### config.mk
export PLATFORM = sky130hd
export DESIGN_NAME = encoder
export DESIGN_NICKNAME = d
export VERILOG_FILES = /design/src/rtl/encoder.sv
export SDC_FILE = /design/constraint.sdc
export NUM_CORES = 1
export LEC_CHECK = 0
export ABC_CLOCK_PERIOD_IN_PS = 6650
export BUFFER_PORTS_ARGS = -buffer_cell sky130_fd_sc_hd__buf_2
export CORE_ASPECT_RATIO = 1.4
export CORE_MARGIN = 3
export CORE_UTILIZATION = 60
export CTS_CLUSTER_DIAMETER = 120
export DETAILED_ROUTE_END_ITERATION = 10
export GPL_ROUTABILITY_DRIVEN = 0
export PLACE_DENSITY = 0.83
export REMOVE_ABC_BUFFERS = 1
export SYNTH_ARGS = -nofsm -noshare
export SYNTH_HDL_FRONTEND = slang
export SYNTH_SLANG_ARGS = --single-unit
export TNS_END_PERCENT = 20
### constraint.sdc
create_clock -name clk -period 6.65 [get_ports clk]
set_input_delay 0.665 -clock clk [delete_from_list [all_inputs] [get_ports clk]]
set_output_delay 0.665 -clock clk [all_outputs]
set_load 0.05 [all_outputs]
### src/rtl/encoder.sv
// Rank-order (time-to-first-spike) image encoder: captures an image and emits every
// pixel ID once over a 4-phase AER link, brightest first, ties to the lowest ID.
module encoder #(
  parameter int IMAGE_SIZE      = 5,
  parameter int IMAGE_SIZE_BITS = $clog2(IMAGE_SIZE),
  parameter int PIXEL_MAX_VALUE = 10,
  parameter int PIXEL_BITS      = $clog2(PIXEL_MAX_VALUE)
) (
  input  logic                    clk,
  input  logic                    rst_n,
  input  logic [PIXEL_BITS:0]     image [0:IMAGE_SIZE-1],
  input  logic                    new_image,
  output logic                    image_encoded,
  output logic [IMAGE_SIZE_BITS:0] aerout_addr,
  output logic                    aerout_req,
  input  logic                    aerout_ack
);

  localparam int IW = IMAGE_SIZE_BITS;
  localparam int AW = IMAGE_SIZE_BITS + 1;
  localparam int PW = PIXEL_BITS + 1;
  localparam logic [IW-1:0] LAST_IDX  = IW'(IMAGE_SIZE - 1);
  localparam logic [AW-1:0] IMAGE_CNT = AW'(IMAGE_SIZE);

  typedef enum logic [2:0] {
    S_IDLE,
    S_LOAD,
    S_SEARCH,
    S_REQ,
    S_ACKLOW,
    S_DONE
  } state_t;

  state_t state_reg, state_next;

  logic [PW-1:0]         img_reg [0:IMAGE_SIZE-1];
  logic [IMAGE_SIZE-1:0] sent_reg;
  logic [AW-1:0]         count_reg;
  logic [IW-1:0]         scan_reg;
  logic [PW-1:0]         best_val_reg;
  logic [IW-1:0]         best_idx_reg;
  logic                  found_reg;
  logic                  ack_s1_reg, ack_s2_reg;
  logic                  req_reg;
  logic [AW-1:0]         addr_reg;
  logic                  enc_reg;

  logic [PW-1:0] cand_val;
  logic          cand_ok;
  logic [PW-1:0] best_val_next;
  logic [IW-1:0] best_idx_next;
  logic          found_next;

  assign aerout_req    = req_reg;
  assign aerout_addr   = addr_reg;
  assign image_encoded = enc_reg;

  // The image copy needs no reset: it is only read after a LOAD rewrites it.
  generate
    for (genvar gi = 0; gi < IMAGE_SIZE; gi++) begin : g_img
      always_ff @(posedge clk) begin
        if (state_reg == S_LOAD) img_reg[gi] <= image[gi];
      end
    end
  endgenerate

  // Running max over unsent pixels; the found flag lets a value-0 pixel win.
  always_comb begin
    cand_val      = img_reg[scan_reg];
    cand_ok       = !sent_reg[scan_reg] && (!found_reg || (cand_val > best_val_reg));
    best_val_next = cand_ok ? cand_val : best_val_reg;
    best_idx_next = cand_ok ? scan_reg : best_idx_reg;
    found_next    = found_reg | cand_ok;
  end

  always_comb begin
    state_next = state_reg;
    case (state_reg)
      S_IDLE:   if (new_image) state_next = S_LOAD;
      S_LOAD:   state_next = S_SEARCH;
      S_SEARCH: if (scan_reg == LAST_IDX) state_next = S_REQ;
      S_REQ:    if (ack_s2_reg) state_next = S_ACKLOW;
      S_ACKLOW: if (!ack_s2_reg) state_next = (count_reg == IMAGE_CNT) ? S_DONE : S_SEARCH;
      S_DONE:   if (new_image) state_next = S_LOAD;
      default:  state_next = S_IDLE;
    endcase
  end

  always_ff @(posedge clk or negedge rst_n) begin
    if (!rst_n) begin
      state_reg    <= S_IDLE;
      ack_s1_reg   <= 1'b0;
      ack_s2_reg   <= 1'b0;
      sent_reg     <= '0;
      count_reg    <= '0;
      scan_reg     <= '0;
      best_val_reg <= '0;
      best_idx_reg <= '0;
      found_reg    <= 1'b0;
      req_reg      <= 1'b0;
      addr_reg     <= '0;
      enc_reg      <= 1'b0;
    end else begin
      ack_s1_reg <= aerout_ack;
      ack_s2_reg <= ack_s1_reg;
      state_reg  <= state_next;
      case (state_reg)
        S_LOAD: begin
          sent_reg  <= '0;
          count_reg <= '0;
          enc_reg   <= 1'b0;
          scan_reg  <= '0;
          found_reg <= 1'b0;
        end
        S_SEARCH: begin
          if (scan_reg == LAST_IDX) begin
            addr_reg  <= AW'(best_idx_next);
            scan_reg  <= '0;
            found_reg <= 1'b0;
          end else begin
            scan_reg     <= scan_reg + IW'(1);
            best_val_reg <= best_val_next;
            best_idx_reg <= best_idx_next;
            found_reg    <= found_next;
          end
        end
        S_REQ: begin
          if (ack_s2_reg) begin
            req_reg                     <= 1'b0;
            sent_reg[addr_reg[IW-1:0]]  <= 1'b1;
            count_reg                   <= count_reg + AW'(1);
          end else begin
            req_reg <= 1'b1;
          end
        end
        S_ACKLOW: begin
          if (!ack_s2_reg && (count_reg == IMAGE_CNT)) enc_reg <= 1'b1;
        end
        S_DONE: begin
          if (new_image) enc_reg <= 1'b0;
        end
        default: ;
      endcase
    end
  end

endmodule

==> reports/qor.csv, run 1 <==
stage;metric;value;unit
clock_tree;TritonCTS clock tree;done;
floorplan;Die Y;83.9;µm
global_routing;total global-route track usage;0.194;
route;DR WL/cell;15.7;µm
final_layout;Nets;276;
global_routing;largest net degree at the start of global routing;34;
final_layout;Finished Layout Cells;282;
route;initial DRC count;73;
critical_path;delay-heaviest family, CP;multiplexers;
logic_synthesis;Yosys top cell by area;dfrtp_1;
final_layout;synth-to-layout area growth;9.57;%
logic_synthesis;yosys synthesis warning count;0;
power;leak pwr;1.21;nW
clock_tree;Setup Buffers After CTS;0;
floorplan;core outline area;0.00405;mm²
critical_path;r2r startpoint;scan_reg[0]$_DFFE_PN0P_;
logic_synthesis;sequential-to-total area share from yosys stat;0.587;
clock_tree;Root Buffer;clkbuf_8;
critical_path;crit path DAT;3.48;ns
power;VDD IR max;0.409;mV
global_routing;initial antenna violation count;0;
critical_path;cell with the largest stage delay on the worst path;dfrtp_1;
power;total power;0.00136;W
critical_path;CP Capture Type;register;
route;vias per cell;5.89;
final_layout;max reg flops;25;
critical_path;Crit. path cell count;8;
final_layout;storage element area;0.00153;mm²
route;vias;1661;
sta;Setup violations, final;0;
floorplan;Die Width;61.7;µm
final_layout;fill count;303;
clock_tree;cts repair resizes;0;
sta;Final Skew;0.0118;ns
final_layout;Final Cell Area;0.00285;mm²
global_routing;global-route wire length before repair;7600;µm
floorplan;Rows;27;
clock_tree;clock buffer depth;2;
route;WL final;4430;µm
sta;final worst slack;3.37;ns
sta;Final Hold Fails;0;
sta;minimum clock period;3.28;ns
sta;fin crit share;0.493;
logic_synthesis;area share of the largest cell type after synthesis;0.298;
floorplan;I/O pin count;35;
hold_path;worst hold path cell count;0;
placement;DP HPWL;3010;µm
critical_path;startpoint types;register;
clock_tree;# H-tree levels;2;
final_layout;n_diodes;0;
critical_path;crit-path max FO;13;
sta;Setup TNS Final;0;ns
logic_synthesis;flops & latches, synth;56;
floorplan;DIE AREA;0.00517;mm²
final_layout;area of the multi-input gates;963;µm²
clock_tree;Clk pin slew, worst setup/hold paths;0.10;ns
floorplan;starting density of the core;0.642;
placement;placed cell area;0.00276;mm²
logic_synthesis;cells after synthesis;206;
critical_path;Worst path max stage delay;0.72;ns
outcome;outcome;finished clean;
critical_path;crit-path cells;mux4_1 -> mux2_2 -> ha_1 -> a21oi_1 -> o2111ai_1 -> o22ai_1 -> nor3_4 -> mux2_2;
final_layout;layout cell share with drive strength beyond 1;0.247;
critical_path;Crit path buffers/inverters;0;
sta;Peak Freq;305;MHz
route;DRC;0;
clock_tree;clock sinks;56;
clock_tree;Skew-Pair Late Insertion Delay;0.31;ns
sta;RSZ-0062 raised after global routing;no;
critical_path;Worst Setup SP;scan_reg[0]$_DFFE_PN0P_;
critical_path;critical setup path kind;register to register;
clock_tree;CTS hold repair buffers;0;
global_routing;GRT Residual Overflow;0;
placement;pre-CTS WS;3.40;ns
logic_synthesis;Mapped Area;0.00260;mm²
critical_path;Crit path top cell by count;mux2_2;
placement;Post-Place Cells;274;
placement;Port Buf Inserts;33;
power;P per Cell Area;477;mW/mm²
logic_synthesis;Mean Syn Cell Area;12.6;µm²
sta;actual slew at the worst max-slew pin;0.677;ns
sta;Max Slew Vio Count;0;
flow_run;Max-cap violations;0;
critical_path;worst path required time;6.85;ns
global_routing;number of global-route vias before repair;1705;
critical_path;Reg2Reg Depth;8;
logic_synthesis;Cell variety after synth;43;
sta;Worst slew margin;0.549;
clock_tree;total CTS buffers;5;
route;Final ANT Viol Nets;0;
hold_path;HP Class;register to register;
logic_synthesis;largest cells by area after synthesis;dfrtp_1 30%, edfxtp_1 29%, mux2_2 5.2%, ha_1 4.3%, nor2_1 3.6%;
hold_path;hold path start;ack_s1_reg$_DFF_PN0_;
route;first-pass iteration count of the detailed router;4;
## final cells by class
class                      instances  area share
sequential                        56       0.536
inverter                          12      0.0158
multi-input combinational        129       0.338
timing repair buffer              34      0.0606
clock buffer                       6      0.0255
clock inverter                     2     0.00571
tap                               43      0.0189
## synth_stat cells
master,instances
nor2b_1,2
nand3_1,1
nand4b_1,1
o311ai_0,1
or3_2,1
a21oi_1,5
nor4_1,1
a2bb2oi_1,2
mux2_2,12
clkbuf_8,3
xnor2_1,1
edfxtp_1,25
buf_4,1
mux2i_1,4
o2111ai_1,1
a31oi_1,4
inv_1,12
clkbuf_1,4
o31ai_1,1
mux4_1,3
ha_1,9
o22ai_1,4
o2bb2ai_1,1
o2111a_1,1
nor3b_1,1
nand2_1,11
nand4_1,2
nor4b_1,1
nand3b_1,1
mux4_2,2
o21bai_1,1
a22o_1,1
dfrtp_1,31
o21ai_0,14
a211o_2,1
nor3_1,5
xor2_1,2
a21o_1,1
nor3_4,1
nand2b_1,4
conb_1,1
buf_2,1
nor2_1,25
## report_power, final
part           switching (W)  internal, W
sequential          0.000128     0.000487
clock               0.000107    0.0000751
combinational       0.000309     0.000253
## path summary, 6_finish.rpt
path | endpoint | slack [ns]
worst max-delay path | best_val_reg[3]$_DFFE_PN0P_ | 3.37
min in group asynchronous | scan_reg[1]$_DFFE_PN0P_ | 0.38
worst min register to register | ack_s2_reg$_DFF_PN0_ | 0.35
worst max register to register | best_val_reg[3]$_DFFE_PN0P_ | 3.37
worst min-delay path | ack_s2_reg$_DFF_PN0_ | 0.35
max in group asynchronous | sent_reg[3]$_DFFE_PN0P_ | 5.82
## layout by cell type (no fill, tap or decap), drive strengths merged, types with 2 or more instances in the layout
master   instances
inv             12
clkbuf           6
nor3             6
nor2            25
nand4            2
mux4             5
o22ai            4
ha               9
edfxtp          25
nand2b           4
nand2           11
a21oi            5
mux2i            4
dfrtp           31
xor2             2
a2bb2oi          2
o21ai           14
mux2            12
a31oi            4
buf             34
nor2b            2
## metal layers
layer  GRT usage  vias up  share of wire
met4      0.0637        0          0.012
li1            -      810              -
met5           0        -              0
met2       0.306       33           0.50
met1       0.265      813           0.45
met3      0.0372        5          0.034
## metrics by stage
stage                     utilization  hold slack [ns]
after floorplan                     -            0.331
after global placement          0.681            0.332
after detailed placement        0.681            0.335
after CTS                       0.703            0.356
after global routing            0.703            0.370
final                           0.703            0.355
## logic make-up after synthesis
family                     share of synthesized area
and+or+nand+nor                                0.107
DFF                                            0.587
AOI/OAI and AO/OA                             0.0928
muxes                                          0.115
buffers and inverters                         0.0438
adders and majority gates                     0.0433
xor gates and xnor gates                      0.0101
other                                        0.00144
Power figures use the tool's default switching activity.
==> run 2: changes to the inputs <==
--- a/config.mk
+++ b/config.mk
@@ -5,15 +5,15 @@
 export SDC_FILE = /design/constraint.sdc
 export NUM_CORES = 1
 export LEC_CHECK = 0
-export ABC_CLOCK_PERIOD_IN_PS = 6650
+export ABC_CLOCK_PERIOD_IN_PS = 3400
 export BUFFER_PORTS_ARGS = -buffer_cell sky130_fd_sc_hd__buf_2
 export CORE_ASPECT_RATIO = 1.4
 export CORE_MARGIN = 3
-export CORE_UTILIZATION = 60
+export CORE_UTILIZATION = 57
 export CTS_CLUSTER_DIAMETER = 120
 export DETAILED_ROUTE_END_ITERATION = 10
 export GPL_ROUTABILITY_DRIVEN = 0
-export PLACE_DENSITY = 0.83
+export PLACE_DENSITY = 0.79
 export REMOVE_ABC_BUFFERS = 1
 export SYNTH_ARGS = -nofsm -noshare
 export SYNTH_HDL_FRONTEND = slang
==> constraint.sdc (replaced) <==
create_clock -name clk -period 3.4 [get_ports clk]
set_input_delay 0.34 -clock clk [delete_from_list [all_inputs] [get_ports clk]]
set_output_delay 0.34 -clock clk [all_outputs]
set_load 0.05 [all_outputs]
==> run 2 against run 1 <==
Net effect:
- register-to-register slack got worse by 3.1 ns
- via count is 1.1% higher
- utilization fell by 3.4 points
- non-clock buffer count increased by 2
- sequential power increased by 93%
- critical path depth unchanged
- global-route usage is 0.88 points lower
- cell count grew 6.7%
- power up 96%
- highest routed layer unchanged
==> reports/qor.csv, run 2 (synthesis results as in run 1) <==
stage;metric;value;unit;change
route;first-pass iteration count of the detailed router;4;;unchanged
global_routing;total global-route track usage;0.185;;-0.00883
hold_path;HP Class;input pin to asynchronous set/reset pin;;
power;P per Cell Area;925;mW/mm²;+94%
clock_tree;Skew-Pair Late Insertion Delay;0.31;ns;about the same
route;Final ANT Viol Nets;0;;unchanged
flow_run;Max-cap violations;0;;unchanged
critical_path;Worst path max stage delay;0.61;ns;-0.11 ns
final_layout;storage element area;0.00153;mm²;about the same
critical_path;crit-path cells;mux4_1 -> mux2_2 -> ha_1 -> a21oi_1 -> o2111ai_1 -> o22ai_1 -> nor3_4 -> mux2_2;;
critical_path;startpoint types;register;;
power;VDD IR max;0.451;mV;+10%
final_layout;Nets;278;;+0.72%
power;leak pwr;1.22;nW;+0.53%
floorplan;I/O pin count;35;;unchanged
sta;Max Slew Vio Count;0;;unchanged
global_routing;number of global-route vias before repair;1719;;+0.82%
clock_tree;clock sinks;56;;unchanged
outcome;outcome;finished clean;;
floorplan;Die Width;63.1;µm;+2.3%
sta;Peak Freq;319;MHz;+4.5%
clock_tree;cts repair resizes;0;;unchanged
critical_path;crit path DAT;3.33;ns;-0.15 ns
sta;Worst slew margin;0.545;;-0.00365
sta;actual slew at the worst max-slew pin;0.682;ns;+0.00547 ns
clock_tree;# H-tree levels;2;;unchanged
route;WL final;4450;µm;+0.36%
sta;Final Skew;0.00842;ns;-0.00334 ns
final_layout;synth-to-layout area growth;10.8;%;
critical_path;crit-path max FO;10;;-3
critical_path;CP Capture Type;register;;
route;vias;1679;;+1.1%
critical_path;cell with the largest stage delay on the worst path;mux4_1;;
floorplan;DIE AREA;0.00542;mm²;+4.8%
final_layout;layout cell share with drive strength beyond 1;0.253;;+0.00625
global_routing;largest net degree at the start of global routing;32;;-5.9%
clock_tree;TritonCTS clock tree;done;;
floorplan;starting density of the core;0.604;;-0.0380
sta;Setup TNS Final;0;ns;unchanged
floorplan;Die Y;85.9;µm;+2.4%
route;DRC;0;;unchanged
placement;Port Buf Inserts;33;;unchanged
placement;DP HPWL;3210;µm;+6.4%
clock_tree;Root Buffer;clkbuf_8;;
sta;Setup violations, final;0;;unchanged
global_routing;global-route wire length before repair;7800;µm;+2.6%
route;vias per cell;5.58;;-5.3%
global_routing;GRT Residual Overflow;0;;unchanged
critical_path;delay-heaviest family, CP;multiplexers;;
final_layout;Finished Core Util;0.669;;-0.0341
floorplan;core outline area;0.00431;mm²;+6.3%
final_layout;fill count;323;;+6.6%
sta;fin crit share;0.923;;+0.430
clock_tree;CTS hold repair buffers;0;;unchanged
clock_tree;clock buffer depth;2;;unchanged
sta;Final Hold Fails;0;;unchanged
sta;RSZ-0062 raised after global routing;no;;
clock_tree;Clk pin slew, worst setup/hold paths;0.10;ns;about the same
route;initial DRC count;69;;-5.5%
global_routing;initial antenna violation count;0;;unchanged
critical_path;worst path required time;3.60;ns;-3.25 ns
critical_path;Crit path top cell by count;mux2_2;;
final_layout;max reg flops;25;;unchanged
final_layout;commonest non-fill, non-tap cells in the layout;33 x buf_2, 30 x dfrtp_1, 25 x edfxtp_1;;
clock_tree;total CTS buffers;5;;unchanged
floorplan;Rows;28;;+3.7%
route;DR WL/cell;14.8;µm;-6.0%
final_layout;area of the multi-input gates;963;µm²;unchanged
final_layout;n_diodes;0;;unchanged
critical_path;critical setup path kind;register to register;;
sta;minimum clock period;3.14;ns;-0.141 ns
final_layout;commonest non-fill, non-tap cell in the layout;buf_2;;
clock_tree;Setup Buffers After CTS;0;;unchanged
critical_path;Crit path buffers/inverters;0;;unchanged
[run 2: worst register-to-register path, cell delays in order (launching register included)]
cell and delay [ns]:
dfrtp_2 0.55, mux4_1 0.61, mux2_2 0.29, ha_1 0.30, a21oi_1 0.07, o2111ai_1 0.19, o22ai_1 0.22, nor3_4 0.41
mux2_2 0.39
[run 2: per-layer routing]
| layer | part of all wire | vias up | global-route usage |
|---|---|---|---|
| li1 | - | 816 | - |
| met1 | 0.39 | 806 | 0.209 |
| met2 | 0.54 | 51 | 0.335 |
| met3 | 0.055 | 6 | 0.0472 |
| met4 | 0.013 | 0 | 0.0663 |
| met5 | 0 | - | 0 |
[run 2: final cells by class]
cell class	count	share of cell area
inverter	12	0.0156
clock buffer	6	0.0252
multi-input combinational	129	0.334
sequential	56	0.530
timing repair buffer	36	0.0651
tap	60	0.0260
clock inverter	2	0.00391
[run 2: worst paths after layout]
| path | start | to | slack (ns) | depth (start not counted) |
|---|---|---|---|---|
| setup / recovery | scan_reg[0]$_DFFE_PN0P_ | best_idx_reg[2]$_DFFE_PN0P_ | 0.26 | 8 |
| hold / removal | rst_n | count_reg[0]$_DFFE_PN0P_ | 0.06 | 1 |
| setup reg to reg | scan_reg[0]$_DFFE_PN0P_ | best_idx_reg[2]$_DFFE_PN0P_ | 0.26 | 8 |
| hold reg to reg | ack_s1_reg$_DFF_PN0_ | ack_s2_reg$_DFF_PN0_ | 0.37 | 0 |
| max in group asynchronous | rst_n | scan_reg[0]$_DFFE_PN0P_ | 2.86 | 1 |
| min in group clk | aerout_ack | ack_s1_reg$_DFF_PN0_ | 0.13 | 1 |
[run 2: metrics by stage]
stage          hold WS (ns)  area (µm²)  setup slack, ns  total power, W  std cells
3_5_place_dp          0.340        2800            0.129         0.00234        293
5_1_grt               0.119        2880           0.0938         0.00288        301
4_1_cts              0.0872        2880            0.114         0.00269        301
6_report             0.0571        2880            0.262         0.00267        301
3_3_place_gp          0.344        2800            0.256         0.00229        293
2_1_floorplan        0.0444        2530            0.487         0.00202        197
[run 2: power by group]
| part | switching [W] | internal, W | total (W) |
|---|---|---|---|
| clock network | 0.000204 | 0.000143 | 0.000347 |
| registers | 0.000236 | 0.000954 | 0.00119 |
| logic | 0.000623 | 0.000506 | 0.00113 |
| total | 0.00106 | 0.00160 | 0.00267 |
==> run 3: changes to the inputs <==
--- a/config.mk
+++ b/config.mk
@@ -13,6 +13,7 @@
 export CTS_CLUSTER_DIAMETER = 120
 export DETAILED_ROUTE_END_ITERATION = 10
 export GPL_ROUTABILITY_DRIVEN = 0
+export GPL_TIMING_DRIVEN = 0
 export PLACE_DENSITY = 0.79
 export REMOVE_ABC_BUFFERS = 1
 export SYNTH_ARGS = -nofsm -noshare
==> run 3 against run 2 <==
Net effect:
- global-route usage shrank 0.47 points
- cell count is 1.0% lower
- combinational power hardly changed
- non-clock buffer count shrank 3
- first-iteration DRC count up 46%
- wire length fell by 3.8%
- power barely moved
- largest cell class unchanged
- highest routed layer unchanged
==> reports/qor.csv, run 3 (synthesis results as in run 1) <==
stage;metric;value;unit;change
outcome;outcome;finished clean;;
critical_path;critical setup path kind;register to register;;
final_layout;layout cell share with drive strength beyond 1;0.248;;-0.00521
clock_tree;CTS hold repair buffers;0;;unchanged
floorplan;core outline area;0.00431;mm²;unchanged
route;DR WL/cell;14.4;µm;-2.8%
critical_path;CP Capture Type;register;;
sta;Max Slew Vio Count;0;;unchanged
global_routing;initial antenna violation count;0;;unchanged
final_layout;Nets;275;;-1.1%
clock_tree;clock buffer depth;2;;unchanged
placement;DP HPWL;3090;µm;-3.8%
placement;pre-CTS WS;0.0703;ns;-0.0588 ns
critical_path;startpoint types;register;;
global_routing;largest net degree at the start of global routing;34;;+6.3%
hold_path;HP Class;input pin to asynchronous set/reset pin;;
sta;fin crit share;0.919;;-0.00353
sta;Worst slew margin;0.452;;-0.0927
floorplan;DIE AREA;0.00542;mm²;unchanged
sta;Final Hold Fails;0;;unchanged
final_layout;commonest non-fill, non-tap cells in the layout;33 x buf_2, 30 x dfrtp_1, 25 x edfxtp_1;;
critical_path;worst path required time;3.59;ns;about the same
global_routing;total global-route track usage;0.180;;-0.00468
clock_tree;TritonCTS clock tree;done;;
clock_tree;Root Buffer;clkbuf_8;;
final_layout;fill count;344;;+6.5%
power;VDD IR max;0.460;mV;+2.0%
floorplan;Rows;28;;unchanged
critical_path;crit path DAT;3.32;ns;about the same
route;first-pass iteration count of the detailed router;4;;unchanged
sta;Setup TNS Final;0;ns;unchanged
sta;final worst slack;0.274;ns;+0.0120 ns
route;initial DRC count;101;;+46%
clock_tree;total CTS buffers;5;;unchanged
sta;RSZ-0062 raised after global routing;no;;
sta;Peak Freq;320;MHz;+0.38%
floorplan;Die Width;63.1;µm;unchanged
clock_tree;Skew-Pair Late Insertion Delay;0.31;ns;about the same
critical_path;crit-path max FO;13;;+3
sta;actual slew at the worst max-slew pin;0.819;ns;+0.137 ns
global_routing;global-route wire length before repair;7530;µm;-3.5%
floorplan;Die Y;85.9;µm;unchanged
sta;minimum clock period;3.13;ns;-0.0120 ns
final_layout;max reg flops;25;;unchanged
final_layout;commonest non-fill, non-tap cell in the layout;buf_2;;
global_routing;number of global-route vias before repair;1647;;-4.2%
route;vias;1637;;-2.5%
clock_tree;# H-tree levels;2;;unchanged
flow_run;Max-cap violations;0;;unchanged
final_layout;synth-to-layout area growth;10.4;%;
global_routing;GRT Residual Overflow;0;;unchanged
clock_tree;clock sinks;56;;unchanged
route;Final ANT Viol Nets;0;;unchanged
clock_tree;cts repair resizes;0;;unchanged
route;WL final;4280;µm;-3.8%
sta;Final Skew;0.00433;ns;-0.00409 ns
placement;Port Buf Inserts;33;;unchanged
clock_tree;Clk pin slew, worst setup/hold paths;0.10;ns;about the same
clock_tree;Setup Buffers After CTS;0;;unchanged
power;leak pwr;1.21;nW;-0.62%
sta;Setup violations, final;0;;unchanged
route;DRC;0;;unchanged
floorplan;starting density of the core;0.604;;unchanged
floorplan;I/O pin count;35;;unchanged
final_layout;n_diodes;0;;unchanged
power;P per Cell Area;928;mW/mm²;+0.30%
route;vias per cell;5.49;;-1.5%
==> run 3: changes by cell type in the layout (fill, tap and decap cells not counted) <==
cell | before | now
buf_4 | 3 | 0
clkinv_1 | 1 | 0
clkinvlp_4 | 1 | 0
inv_6 | 0 | 2
nor2_2 | 1 | 0
nor2_4 | 0 | 1
==> run 3: per-layer routing <==
layer | routed length, µm | part of all wire | GRT usage | up-vias
li1 | - | - | - | 805
met1 | 1710 | 0.40 | 0.213 | 793
met2 | 2330 | 0.54 | 0.321 | 34
met3 | 168 | 0.039 | 0.0406 | 5
met4 | 66 | 0.015 | 0.0643 | 0
met5 | 0 | 0 | 0 | -
==> run 3: cell type report <==
cell class,instances,area (µm²),area share
inverters,12,45.0,0.0157
multi-input cells,129,968,0.337
repair buffers,33,165,0.0575
flip-flops and latches,56,1530,0.532
clock inverters,2,17.5,0.00610
clock buffers,6,72.6,0.0253
well taps,60,75.1,0.0261
==> run 3: report_power, final <==
part	switching [W]	internal (W)	total [W]
Combinational	0.000601	0.000496	0.00110
Clock	0.000215	0.000151	0.000366
Sequential	0.000246	0.000955	0.00120
==> run 3: final timing paths <==
kind | end | depth (start not counted) | start | slack, ns
max | best_val_reg[3]$_DFFE_PN0P_ | 8 | scan_reg[0]$_DFFE_PN0P_ | 0.27
min | sent_reg[4]$_DFFE_PN0P_ | 1 | rst_n | 0.07
max reg2reg | best_val_reg[3]$_DFFE_PN0P_ | 8 | scan_reg[0]$_DFFE_PN0P_ | 0.27
min reg2reg | ack_s2_reg$_DFF_PN0_ | 0 | ack_s1_reg$_DFF_PN0_ | 0.37
max in group asynchronous | scan_reg[0]$_DFFE_PN0P_ | 1 | rst_n | 2.84
min in group clk | ack_s1_reg$_DFF_PN0_ | 1 | aerout_ack | 0.13
==> run 3: per-stage QoR <==
| step | hold WS, ns | util | total power (W) | cell area [µm²] | instances |
|---|---|---|---|---|---|
| 2_1_floorplan | 0.0444 | - | 0.00202 | 2530 | 197 |
| 3_3_place_gp | 0.344 | 0.643 | 0.00227 | 2770 | 290 |
| 3_5_place_dp | 0.340 | 0.645 | 0.00233 | 2780 | 290 |
| 4_1_cts | 0.0896 | 0.666 | 0.00269 | 2870 | 298 |
| 5_1_grt | 0.104 | 0.666 | 0.00289 | 2870 | 298 |
| 6_report | 0.0675 | 0.666 | 0.00266 | 2870 | 298 |
==> run 3: critical path, cell delays in order, from the launching register on <==
cell	delay [ns]
dfrtp_2	0.58
mux4_1	0.60
mux2_2	0.29
ha_1	0.30
a21oi_1	0.07
o2111ai_1	0.18
o22ai_1	0.21
nor3_4	0.39
mux2_2	0.40
